[config.mk]
export PLATFORM = sky130hd
export DESIGN_NAME = uart_rx_fifo
export DESIGN_NICKNAME = d
export VERILOG_FILES = /design/src/rtl/uart_rx_fifo.sv
export SDC_FILE = /design/constraint.sdc
export NUM_CORES = 1
export LEC_CHECK = 0
export ABC_AREA = 1
export BUFFER_PORTS_ARGS = -buffer_cell sky130_fd_sc_hd__buf_2
export CAP_MARGIN = 20
export CORE_UTILIZATION = 55
export CTS_BUF_LIST = sky130_fd_sc_hd__clkbuf_16
export CTS_CLUSTER_SIZE = 12
export DETAILED_ROUTE_END_ITERATION = 16
export GPL_ROUTABILITY_DRIVEN = 1
export PLACE_DENSITY = 0.73
export SLEW_MARGIN = 15
export SYNTH_ARGS = -nofsm -noshare
export SYNTH_HDL_FRONTEND = slang
export SYNTH_SLANG_ARGS = --single-unit
export TNS_END_PERCENT = 1
[constraint.sdc]
create_clock -name clk -period 2.6 [get_ports clk]
set_input_delay 0 -clock clk [delete_from_list [all_inputs] [get_ports clk]]
set_output_delay 0 -clock clk [all_outputs]
set_load 0.03 [all_outputs]
[src/rtl/uart_rx_fifo.sv]
// UART receive path: 2-flop synchronizer, 16x oversampled 8N1 receiver and a
// first-word-fall-through byte FIFO with frame-error and overrun pulses.
module uart_rx_fifo #(
  parameter int unsigned BAUDRATE_COUNT = 5,
  parameter int unsigned FIFO_SIZE      = 4
) (
  input  logic       clk,
  input  logic       rst,
  input  logic       uart_rx,
  input  logic       rx,
  output logic [7:0] rx_data,
  output logic       rx_ready,
  output logic       rx_full,
  output logic       frame_err,
  output logic       overrun
);

  localparam int unsigned TICK_W = (BAUDRATE_COUNT > 1) ? $clog2(BAUDRATE_COUNT) : 1;
  localparam int unsigned ADDR_W = $clog2(FIFO_SIZE);
  localparam int unsigned CNT_W  = ADDR_W + 1;

  localparam logic [TICK_W-1:0] TICK_LAST = TICK_W'(BAUDRATE_COUNT - 1);
  localparam logic [CNT_W-1:0]  CNT_FULL  = CNT_W'(FIFO_SIZE);
  localparam logic [3:0]        SAMP_MID  = 4'd7;
  localparam logic [3:0]        SAMP_LAST = 4'd15;
  localparam logic [2:0]        BIT_LAST  = 3'd7;

  typedef enum logic [1:0] {
    IDLE,
    START,
    DATA,
    STOP
  } state_t;

  // Line synchronizer, reset to the idle level
  logic sync1;
  logic rxs;

  always_ff @(posedge clk) begin
    if (rst) begin
      sync1 <= 1'b1;
      rxs   <= 1'b1;
    end else begin
      sync1 <= uart_rx;
      rxs   <= sync1;
    end
  end

  // Oversample tick generator
  logic [TICK_W-1:0] tick_cnt;
  logic              tick;

  assign tick = (tick_cnt == TICK_LAST);

  always_ff @(posedge clk) begin
    if (rst) begin
      tick_cnt <= '0;
    end else if (tick) begin
      tick_cnt <= '0;
    end else begin
      tick_cnt <= tick_cnt + TICK_W'(1);
    end
  end

  // Receiver FSM state
  state_t     state;
  state_t     state_nxt;
  logic [3:0] samp_cnt;
  logic [3:0] samp_nxt;
  logic [2:0] bit_cnt;
  logic [2:0] bit_nxt;
  logic [7:0] shift_reg;
  logic [7:0] shift_nxt;
  logic       push_c;
  logic       pop_c;
  logic       frame_err_nxt;
  logic       overrun_nxt;

  // FIFO state
  logic [7:0]        mem [FIFO_SIZE];
  logic [ADDR_W-1:0] rd_ptr;
  logic [ADDR_W-1:0] wr_ptr;
  logic [ADDR_W-1:0] rd_nxt;
  logic [ADDR_W-1:0] wr_nxt;
  logic [CNT_W-1:0]  count;
  logic [CNT_W-1:0]  count_nxt;
  logic [7:0]        head_nxt;
  logic              fifo_full;

  assign fifo_full = (count == CNT_FULL);
  assign pop_c     = rx && (count != '0);

  always_ff @(posedge clk) begin
    if (rst) begin
      state     <= IDLE;
      samp_cnt  <= '0;
      bit_cnt   <= '0;
      shift_reg <= '0;
    end else begin
      state     <= state_nxt;
      samp_cnt  <= samp_nxt;
      bit_cnt   <= bit_nxt;
      shift_reg <= shift_nxt;
    end
  end

  always_comb begin
    state_nxt     = state;
    samp_nxt      = samp_cnt;
    bit_nxt       = bit_cnt;
    shift_nxt     = shift_reg;
    push_c        = 1'b0;
    frame_err_nxt = 1'b0;
    overrun_nxt   = 1'b0;
    if (tick) begin
      unique case (state)
        IDLE: begin
          if (!rxs) begin
            state_nxt = START;
            samp_nxt  = '0;
          end
        end
        START: begin
          // Re-check the line in the middle of the start bit to reject glitches
          if (samp_cnt == SAMP_MID) begin
            samp_nxt = '0;
            if (!rxs) begin
              state_nxt = DATA;
              bit_nxt   = '0;
            end else begin
              state_nxt = IDLE;
            end
          end else begin
            samp_nxt = samp_cnt + 4'd1;
          end
        end
        DATA: begin
          if (samp_cnt == SAMP_LAST) begin
            samp_nxt  = '0;
            shift_nxt = {rxs, shift_reg[7:1]};
            if (bit_cnt == BIT_LAST) begin
              state_nxt = STOP;
            end else begin
              bit_nxt = bit_cnt + 3'd1;
            end
          end else begin
            samp_nxt = samp_cnt + 4'd1;
          end
        end
        STOP: begin
          if (samp_cnt == SAMP_LAST) begin
            samp_nxt  = '0;
            state_nxt = IDLE;
            if (!rxs) begin
              frame_err_nxt = 1'b1;
            end else if (!fifo_full || pop_c) begin
              push_c = 1'b1;
            end else begin
              overrun_nxt = 1'b1;
            end
          end else begin
            samp_nxt = samp_cnt + 4'd1;
          end
        end
        default: state_nxt = IDLE;
      endcase
    end
  end

  // FIFO next state; the head is precomputed so rx_data can be registered
  always_comb begin
    rd_nxt    = pop_c  ? rd_ptr + ADDR_W'(1) : rd_ptr;
    wr_nxt    = push_c ? wr_ptr + ADDR_W'(1) : wr_ptr;
    count_nxt = count;
    if (push_c && !pop_c) begin
      count_nxt = count + CNT_W'(1);
    end else if (pop_c && !push_c) begin
      count_nxt = count - CNT_W'(1);
    end
    head_nxt = mem[rd_nxt];
    // The new byte becomes the head when it lands in the slot being exposed
    if (push_c && (wr_ptr == rd_nxt)) begin
      head_nxt = shift_reg;
    end
    if (count_nxt == '0) begin
      head_nxt = '0;
    end
  end

  always_ff @(posedge clk) begin
    if (push_c) begin
      mem[wr_ptr] <= shift_reg;
    end
  end

  always_ff @(posedge clk) begin
    if (rst) begin
      rd_ptr    <= '0;
      wr_ptr    <= '0;
      count     <= '0;
      rx_data   <= '0;
      rx_ready  <= 1'b0;
      rx_full   <= 1'b0;
      frame_err <= 1'b0;
      overrun   <= 1'b0;
    end else begin
      rd_ptr    <= rd_nxt;
      wr_ptr    <= wr_nxt;
      count     <= count_nxt;
      rx_data   <= head_nxt;
      rx_ready  <= (count_nxt != '0);
      rx_full   <= (count_nxt == CNT_FULL);
      frame_err <= frame_err_nxt;
      overrun   <= overrun_nxt;
    end
  end

endmodule

# Word-level counts from Yosys, hierarchy flattened
# Memory sizes are Yosys's and may differ from the RTL's. A register that Yosys moved wholly into a read port is not among the register bits.
# Cells that the tools add are included.
# word_totals
ff_bits	33
latch_bits	0
ram_bits	32
romBits	0
input_bits	4
out_inout_bits	12
word_cells	91
n_memories	1
# memory_table
memory	depth	word_bits	read_ports	rd_ports_with_merged_regs	wr	line_no	rtl
mem	4	8	1	1	1	80	logic [7:0] mem [FIFO_SIZE];
# classes
addsub	7
n_mul	0
n_div	0
n_lt_le_gt_ge	0
eq_ne	16
shifts	0
muxes	28
n_bitwise	4
reduce_logical	21
# ops
op	count
2-to-1 mux 3 bit	6
2-to-1 mux 2 bit	7
!= test 2 bit, second input constant	7
equality test 3 bit, second input constant	4
2-to-1 mux 4 bit	3
case mux 4 bit (3 select lines)	1
AND reduction 6 bit	2
adder 3 x 1 -> 3 bit, second input constant	3
2-to-1 mux 1 bit	9
case mux 2 bit (4 select lines)	1
case mux 3 bit (2 select lines)	1
nonzero test 3 bit	2
OR reduction 2 bit	3
OR reduction 5 bit	1
adder 2 x 1 -> 2 bit, second input constant	2
adder 4 x 1 -> 4 bit, second input constant	1
equality test 2 bit, second input constant	2
equality test 4 x 3 -> 1 bit, second input constant	1
equality test 4 bit, second input constant	1
inverter 1 bit	4
OR reduction 4 bit	1
logical AND 1 bit	3
zero test 1 bit	3
zero test 3 bit	1
other kinds (7)	7

# Depth between registers and ports, before layout
# Gate-level depths: netlist of run 1.
# depth
ltp_word	14
depth_mapped	15
depth_no_buf	15

# Worst setup path after synthesis of run 1
# Ideal clock, no wire load.
# synth_path
kind	reg2reg
startpoint	reg count[0]
endpoint	mem mem[1][0] (enable)
t_arrival_ps	1398
required_time_ps	2229
path_slack_ps	831
path_stages_with_launch	6
synth_period_minus_slack_ps	1769
path_cell_list	dfxtp_1 -> inv_1 -> ha_1 -> nand3_1 -> nand3_4 -> nor2_1
# synth_between
elab_chain_cells	10
# synth_lines
item	line_no	rtl
start, declared	85	logic [CNT_W-1:0] count;
start signal, assigned	209	count <= count_nxt;
equality test 3 bit / nonzero test 3 bit (equally long branches)	90, 91	
zero test 1 bit / logical AND 1 bit (equally long branches)	156, 91	
logical OR 1 bit (*)	156	end else if (!fifo_full || pop_c) begin
2-to-1 mux 1 bit (*)	156	
2-to-1 mux 1 bit (*)	154	if (!rxs) begin
2-to-1 mux 1 bit (*)	151	if (samp_cnt == SAMP_LAST) begin
2-to-1 mux 1 bit (*)	116	unique case (state)
2-to-1 mux 1 bit (*)	115	if (tick) begin
2-to-1 mux 1 bit (*)	191	if (push_c) begin
2-to-1 mux 1 bit (not written as such) (*)	192	mem[wr_ptr] <= shift_reg;
end, declared	80	
# Every way passes the cells marked *; elsewhere a longest branch is shown, timed or not.

# Worst setup path in the final report of run 1
# layout_path
startpoint	reg samp_cnt[0]
endpoint	mem mem[3][0] (enable)
# layout_between
elab_chain_cells	6
# layout_lines
item	line_no	rtl
start, declared	68	logic [3:0] samp_cnt;
start signal, assigned	101	samp_cnt <= samp_nxt;
equality test 4 bit	151	
2-to-1 mux 1 bit	151	
2-to-1 mux 1 bit	116	
2-to-1 mux 1 bit	115	
2-to-1 mux 1 bit	191	
2-to-1 mux 1 bit (not written as such)	192	
# Every way passes these cells.

==> flow_summary_export.csv, run 1 <==
group,metric,value,unit
outcome,outcome,"finished clean",
final_layout,final_cell_area,0.00381,mm²
floorplanning,start_util,57.2,%
clocking,holdBufCountCts,1,
clocking,cts-root-buf,"clkbuf_16",
synth,yosys.area_share.simple,30.0,%
timing,period_share,85.6,%
detailed_routing,dr.pass1.iters,4,
critical_path,path_delay_family,"simple AND/OR/NAND/NOR gates",
detailed_routing,drtAntennaViolNets,0,
hold_path,min_path_type,"primary input to flip-flop",
clocking,cts_resized,0,
clocking,clock-sinks,73,
synth,synth_top_area_share,28.4,%
floorplanning,fp.dieH,80.5,µm
synth,yosysWarnings,0,
critical_path,cp_slowest_cell,"nor2_1",
synth,yosys.area.top_type,"edfxtp_1",
final_layout,layout-drive-gt1-share,14.7,%
synth,synth_seq_cells,73,
final_layout,fillers,471,
timing,rsz0062_at_grt,"false",
timing,worst_slew_pin_slew,672,ps
clocking,cts_htree_levels,3,
placed_design,dp_slack,336,ps
critical_path,worstPathMaxFanout,12,
synth,syn_avg_cell_area,8.89,µm²
flow_run,cap_violations,0,
power,power.density,1080,mW/mm²
final_layout,n_antenna_cell,0,
placed_design,placed_area,0.00353,mm²
global_route,antenna_found_initial,0,
synth,synthMuxAreaShare,0,%
critical_path,path_depth,5,
critical_path,cp_data_required_time,2550,ps
power,p_leak,1.67,nW
placed_design,io_buffers,15,
synth,synthAdderAreaFrac,4.43,%
critical_path,ff2ff_path_depth,5,
clocking,clkTransAtPathRegs,50,ps
timing,fmax,0.449,GHz
critical_path,slowest_delay,560,ps
global_route,grt_pass1_wl,11400,µm
critical_path,critPathKind,"flip-flop to flip-flop",
timing,setup_viol,0,
final_layout,layout.nets,419,
clocking,postCtsSetupRepairBufs,0,
floorplanning,dieArea,0.00647,mm²
global_route,grt_max_degree,24,
critical_path,reg2reg_slack,370,ps
detailed_routing,drc,0,
floorplanning,io_pins,16,
final_layout,mostFrequentLayoutCell,"nand2_1",
final_layout,final_cell_mix,"111 x nand2_1, 41 x inv_1, 41 x nand3_1, 41 x dfxtp_1, 32 x edfxtp_1",
critical_path,cp.arrival,2180,ps
timing,setup_ws,373,ps
synth,synth-xor-area-share,1.29,%
floorplanning,core.rowCount,28,
placed_design,gp_congestion,0.868,
synth,synth_nets,397,
critical_path,cp-start-kind,"flip-flop",
critical_path,rr_endpoint,"mem[3][0]",
timing,hold_viol,0,
detailed_routing,wire_per_inst,14.1,µm
timing,slew_viol_final,0,
detailed_routing,routed_wl,6790,µm
detailed_routing,num_vias,2539,
clocking,clkLatencyLatePin,320,ps
synth,yosysUniqueCellTypes,34,
critical_path,r2r-start,"samp_cnt[0]",
timing,setup-tns-final,0,ps
floorplanning,core,0.00592,mm²
clocking,cts_max_path_buffers,2,
critical_path,critPathBufInv,0,
clocking,cts-buffers-inserted,9,
floorplanning,die_w,80.5,µm
global_route,grt_usage,23.9,%
final_layout,regArea,0.00178,mm²
synth,synthTopCellsByArea,"edfxtp_1 28%, dfxtp_1 24%, nand2_1 12%",
clocking,cts_tree,"yes",
global_route,overflow,0,
timing,slew_headroom,55.0,%
final_layout,syn2layout_area_growth,12.6,%
hold_path,hold_depth,2,
synth,syn_area,0.00339,mm²
detailed_routing,drt_iter0_drc,190,
synth,synth_top_family_by_area,"simple AND/OR/NAND/NOR gates",
final_layout,multi_input_area,0.00140,mm²
critical_path,critPathCaptureType,"flip-flop",
detailed_routing,via_per_inst,5.26,
global_route,grt_pass1_vias,2455,
timing,skew,9.63,ps
synth,synth_cells,381,
critical_path,crit_chain,"ha_1 -> nand3_2 -> nor2_4 -> nand3_4 -> nor2_1",
synth,yosysSeqAreaShare,52.6,%
synth,synth_compound_area_share,5.65,%
timing,min_period,2230,ps
critical_path,endpoint,"mem[3][0]",
power,ir_drop,0.000747,V
final_layout,largest_reg_flops,32,
critical_path,startpoint,"samp_cnt[0]",
placed_design,hpwlAfterDp,4710,µm
## cell type report
cell class | count | share of cell area (%)
flip-flops and latches | 73 | 46.7
multi-input cells | 259 | 36.8
clock buffers | 10 | 6.56
inverters | 42 | 4.20
repair buffers | 18 | 2.63
well taps | 75 | 2.46
clock inverters | 6 | 0.656
## cells by family after synthesis
family / Yosys count
buffers and inverters: 49
AOI/OAI and AO/OA: 33
DFF: 73
and+or+nand+nor: 209
xor gates and xnor gates: 5
adders and majority gates: 12
## per-stage QoR
stage	utilization (%)	power, mW	instances	hold slack [ps]
5_1_grt	64.4	4.44	483	137
3_3_place_gp	59.6	2.97	466	185
4_1_cts	64.4	4.14	483	91.6
3_5_place_dp	59.6	3.01	466	194
6_report	64.4	4.13	483	100
2_1_floorplan	-	2.73	381	104
## synth_stat cells (all sizes together)
cell	number
nor4	1
nand4	3
inv	42
o21ai	11
clkbuf	3
or2	2
a21oi	19
nor2	31
nand2	124
xor2	2
edfxtp	32
a221oi	1
xnor2	3
nand3b	1
nand3	45
buf	4
dfxtp	41
nor3	2
a211oi	2
ha	12
## layer usage
metal	vias up	track usage, %	part of all wire [%]
li1	1282	-	-
met1	1171	29.9	45
met2	70	38.8	48
met3	16	6.02	4.8
met4	0	10.2	2.7
met5	-	0	0
## power breakdown
part	leakage (nW)	switching (mW)	internal, mW
sequential	0.630	0.0583	1.28
clock	0.148	0.436	0.686
combinational	0.893	1.15	0.520
total	1.67	1.65	2.49
## worst min path at each step
| stage | start | to |
|---|---|---|
| 2_1_floorplan | uart_rx | sync1 |
| 3_3_place_gp | uart_rx | sync1 |
| 3_5_place_dp | uart_rx | sync1 |
| 4_1_cts | rst | bit_cnt[1] |
| 5_1_grt | rst | bit_cnt[1] |
| 6_report | rst | bit_cnt[1] |
(Power assumes the default switching activity.)
==> inputs of run 2 (changes only) <==
CAP_MARGIN = 30   (was 20)
clock period = 2.1 ns   (was 2.6 ns; I/O delays follow)
==> flow_summary_export.csv, run 2 (synthesis results as in run 1) <==
group,metric,value,unit
outcome,outcome,"finished clean",
final_layout,largest_reg_flops,32,
timing,skew,7.03,ps
clocking,cts_max_path_buffers,2,
final_layout,syn2layout_area_growth,16.7,%
power,p_leak,1.74,nW
floorplanning,dieArea,0.00647,mm²
final_layout,mostFrequentLayoutCell,"nand2_1",
power,power.density,1390,mW/mm²
timing,hold_viol,0,
clocking,cts-buffers-inserted,9,
floorplanning,core,0.00592,mm²
timing,setup_viol,0,
detailed_routing,dr.pass1.iters,6,
global_route,grt_pass1_wl,10800,µm
floorplanning,fp.dieH,80.5,µm
clocking,cts_tree,"yes",
floorplanning,die_w,80.5,µm
detailed_routing,drc,0,
timing,slew_viol_final,0,
detailed_routing,drt_iter0_drc,217,
timing,min_period,1930,ps
placed_design,hpwlAfterDp,4380,µm
critical_path,worstPathMaxFanout,4,
hold_path,min_path_type,"primary input to flip-flop",
clocking,clkLatencyLatePin,320,ps
placed_design,gp_congestion,0.822,
timing,fmax,0.517,GHz
critical_path,cp.arrival,2130,ps
global_route,grt_max_degree,24,
final_layout,layout-drive-gt1-share,17.0,%
detailed_routing,wire_per_inst,13.1,µm
timing,slew_headroom,65.0,%
global_route,antenna_found_initial,0,
detailed_routing,via_per_inst,5.25,
final_layout,multi_input_area,0.00140,mm²
floorplanning,start_util,57.2,%
detailed_routing,drtAntennaViolNets,0,
flow_run,cap_violations,0,
timing,period_share,92.1,%
critical_path,critPathCaptureType,"flip-flop",
global_route,grt_usage,22.6,%
clocking,clkTransAtPathRegs,60,ps
critical_path,cp-start-kind,"flip-flop",
global_route,grt_pass1_vias,2332,
final_layout,fillers,436,
clocking,cts-root-buf,"clkbuf_16",
final_layout,regArea,0.00178,mm²
power,ir_drop,0.000924,V
final_layout,layout.nets,429,
floorplanning,core.rowCount,28,
global_route,overflow,0,
critical_path,critPathKind,"flip-flop to flip-flop",
critical_path,cp_data_required_time,2300,ps
final_layout,final_cell_mix,"111 x nand2_1, 41 x nand3_1, 41 x dfxtp_1, 40 x inv_1, 32 x edfxtp_1",
timing,holdWs,86.0,ps
placed_design,io_buffers,15,
detailed_routing,routed_wl,6470,µm
detailed_routing,num_vias,2587,
power,total_power,5.48,mW
final_layout,n_antenna_cell,0,
clocking,cts_htree_levels,3,
clocking,clock-sinks,73,
timing,worst_slew_pin_slew,520,ps
floorplanning,io_pins,16,
## run 2: cell types whose count changed in the layout (fill, tap and decap cells not counted), sizes merged
| cell | previous run | this run |
|---|---|---|
| inv | 45 | 43 |
| clkinvlp | 0 | 1 |
| clkbuf | 10 | 9 |
| clkinv | 3 | 2 |
| bufinv | 0 | 3 |
| buf | 17 | 27 |
## run 2: layout make-up
| cell class | instances | share of cell area, % |
|---|---|---|
| multi-input combinational | 259 | 35.5 |
| sequential | 73 | 45.1 |
| timing repair buffer | 28 | 4.53 |
| clock buffer | 9 | 5.70 |
| tap | 75 | 2.37 |
| inverter | 42 | 4.05 |
| clock inverter | 7 | 2.79 |
## run 2: critical path, stage by stage (launching register included)
cell and delay (ps):
dfxtp_1 370, ha_1 220, nand2_1 80, o21ai_0 270
o21ai_0 210, nor2_1 210, nand2_1 130, o21ai_0 240
a21oi_1 70
## run 2: report_power, final
group / internal (mW) / total (mW) / switching, mW / leakage (nW)
Clock: 1.15 / 1.70 / 0.548 / 0.164
Sequential: 1.58 / 1.65 / 0.0703 / 0.630
Combinational: 0.699 / 2.13 / 1.43 / 0.947
Total: 3.43 / 5.48 / 2.05 / 1.74
## run 2: worst paths after layout
check	slack, ps	start	to	depth (start not counted)
setup / recovery	170	samp_cnt[0]	state[0]	8
hold / removal	90	rst	bit_cnt[2]	2
setup reg to reg	170	samp_cnt[0]	state[0]	8
hold reg to reg	410	sync1	rxs	1
## run 2: timing repair
action / in CTS / in global routing
gates resized for setup: 0 / 1
setup endpoints to repair: 0 / 9
hold buffers: 1 / 0
hold endpoints to repair: 1 / 0
buffers inserted: 0 / 3
## run 2: metal layers
metal  global-route usage, %  vias up  part of all wire [%]  wire length, µm
met2                    36.9       73                    47             3060
met4                    10.7        0                   1.3               83
met5                       0        -                     0                0
met3                    5.11       11                   4.2              272
li1                        -     1313                     -                -
met1                    28.0     1190                    47             3050
## run 2: metrics by stage
stage | cell area (µm²) | setup WS (ps) | utilization [%] | cells | TNS, ps
4_1_cts | 3930 | 124 | 66.3 | 490 | 0
5_1_grt | 3950 | -76.3 | 66.7 | 493 | -118
2_1_floorplan | 3390 | 331 | - | 381 | 0
6_report | 3950 | 166 | 66.7 | 493 | 0
3_3_place_gp | 3580 | 172 | 60.5 | 473 | 0
3_5_place_dp | 3580 | 127 | 60.5 | 473 | 0
==> inputs of run 3 (changes only) <==
==> constraint.sdc (replaced) <==
create_clock -name clk -period 2.1 [get_ports clk]
set_input_delay 0.42 -clock clk [delete_from_list [all_inputs] [get_ports clk]]
set_output_delay 0.42 -clock clk [all_outputs]
set_load 0.03 [all_outputs]
==> flow_summary_export.csv, run 3 (synthesis results as in run 1) <==
group,metric,value,unit
floorplanning,fp.dieH,80.5,µm
global_route,overflow,0,
power,total_power,5.07,mW
critical_path,cp_slowest_cell,"dfxtp_1",
final_layout,n_antenna_cell,0,
timing,hold_viol,0,
floorplanning,dieArea,0.00647,mm²
floorplanning,die_w,80.5,µm
critical_path,slowest_delay,380,ps
detailed_routing,routed_wl,6440,µm
detailed_routing,dr.pass1.iters,5,
critical_path,cp.arrival,2150,ps
detailed_routing,drtAntennaViolNets,0,
final_layout,fillers,484,
floorplanning,io_pins,16,
outcome,outcome,"finished clean",
timing,fmax,0.520,GHz
detailed_routing,num_vias,2557,
hold_path,hold_depth,2,
critical_path,reg2reg_slack,180,ps
timing,slew_viol_final,0,
final_layout,regArea,0.00178,mm²
detailed_routing,via_per_inst,5.21,
clocking,clkLatencyLatePin,330,ps
placed_design,io_buffers,15,
final_layout,final_cell_area,0.00386,mm²
detailed_routing,wire_per_inst,13.1,µm
floorplanning,core,0.00592,mm²
timing,rsz0062_at_grt,"false",
clocking,clock-sinks,73,
global_route,antenna_found_initial,0,
critical_path,ff2ff_path_depth,11,
detailed_routing,drt_iter0_drc,154,
clocking,cts_htree_levels,3,
flow_run,cap_violations,0,
power,ir_drop,0.000868,V
clocking,cts_tree,"yes",
floorplanning,core.rowCount,28,
critical_path,crit_top_cell,"nand2_1",
global_route,grt_max_degree,23,
timing,skew,6.44,ps
final_layout,final_cell_mix,"111 x nand2_1, 41 x inv_1, 41 x nand3_1, 41 x dfxtp_1, 32 x edfxtp_1",
placed_design,hpwlAfterDp,4580,µm
power,p_leak,1.70,nW
final_layout,largest_reg_flops,32,
final_layout,syn2layout_area_growth,14.0,%
timing,setup_viol,0,
power,power.density,1310,mW/mm²
critical_path,critPathBufInv,2,
timing,period_share,91.6,%
critical_path,critPathKind,"flip-flop to flip-flop",
detailed_routing,drc,0,
final_layout,layout.nets,428,
final_layout,layout-drive-gt1-share,16.6,%
placed_design,placed_area,0.00359,mm²
critical_path,cp_data_required_time,2320,ps
clocking,cts-root-buf,"clkbuf_16",
global_route,busiest_layer,"met2",
floorplanning,start_util,57.2,%
placed_design,gp_congestion,0.830,
global_route,grt_use_met1,28.3,%
timing,slew_headroom,61.0,%
hold_path,holdCritStartpoint,"uart_rx",
global_route,use_met2,37.2,%
critical_path,r2r-start,"samp_cnt[0]",
critical_path,worstPathMaxFanout,9,
timing,worst_slew_pin_slew,579,ps
clocking,cts_max_path_buffers,2,
critical_path,path_delay_family,"simple AND/OR/NAND/NOR gates",
hold_path,hold-path-endpoint,"sync1",
final_layout,mostFrequentLayoutCell,"nand2_1",
clocking,holdBufCountCts,0,
global_route,met3_usage,5.45,%
timing,min_period,1920,ps
critical_path,critPathCaptureType,"flip-flop",
global_route,grt_pass1_wl,10900,µm
timing,setup-tns-final,0,ps
critical_path,cp-start-kind,"flip-flop",
final_layout,fin_util,65.2,%
clocking,clkTransAtPathRegs,60,ps
global_route,grt_pass1_vias,2314,
critical_path,rr_endpoint,"rx_data[2]",
hold_path,min_path_type,"primary input to flip-flop",
timing,holdWs,273,ps
critical_path,crit_chain,"ha_1 -> nand3_2 -> nor2_4 -> buf_4 -> nand3_4 -> a21oi_4 -> nand2_4 -> nand2_1 -> nand2_1 -> inv_1 -> nor2_2",
final_layout,multi_input_area,0.00140,mm²
global_route,grt_usage,22.6,%
clocking,cts-buffers-inserted,9,
run 3: cell types whose count changed in the layout (fill, tap and decap cells not counted), sizes merged:
cell,delta
bufinv,-3
clkinv,+1
inv,+1
dlygate4sd3,-1
run 3: what timing repair did:
action,in CTS,in global routing
resized for setup,0,1
setup endpoints to repair,0,9
setup buffers,0,2
run 3: area by class of cell:
cell class / instances / area share, %
sequential: 73 / 46.2
clock inverter: 6 / 0.746
clock buffer: 9 / 5.83
inverter: 42 / 4.15
tap: 75 / 2.43
timing repair buffer: 27 / 4.38
multi-input combinational: 259 / 36.3
run 3: report_power, final:
| part | internal, mW | switching, mW | total (mW) | leakage, nW |
|---|---|---|---|---|
| logic | 0.699 | 1.40 | 2.10 | 0.942 |
| clock network | 0.774 | 0.538 | 1.31 | 0.131 |
| registers | 1.58 | 0.0742 | 1.66 | 0.630 |
| total | 3.06 | 2.01 | 5.07 | 1.70 |
run 3: per-stage QoR:
step           setup slack (ps)  cells
4_1_cts                     116    489
3_5_place_dp                123    474
3_3_place_gp                172    474
2_1_floorplan               331    381
5_1_grt                    8.20    491
6_report                    177    491
run 3: per-layer routing:
| layer | share of wire [%] | routed length (µm) |
|---|---|---|
| met5 | 0 | 0 |
| met2 | 48 | 3080 |
| met1 | 46 | 2960 |
| met4 | 1.6 | 102 |
| met3 | 4.7 | 306 |
run 3: how the worst max path moves through the flow:
| stage | startpoint | endpoint | slack (ps) | cells after the start |
|---|---|---|---|---|
| after floorplan | count[0] | mem[1][0] | 330 | 5 |
| after global placement | samp_cnt[0] | rx_data[5] | 170 | 12 |
| after detailed placement | samp_cnt[0] | rx_data[5] | 120 | 12 |
| after CTS | samp_cnt[0] | rx_data[5] | 120 | 12 |
| after global routing | count[0] | rx_data[5] | 8 | 11 |
| final | samp_cnt[0] | rx_data[2] | 180 | 11 |
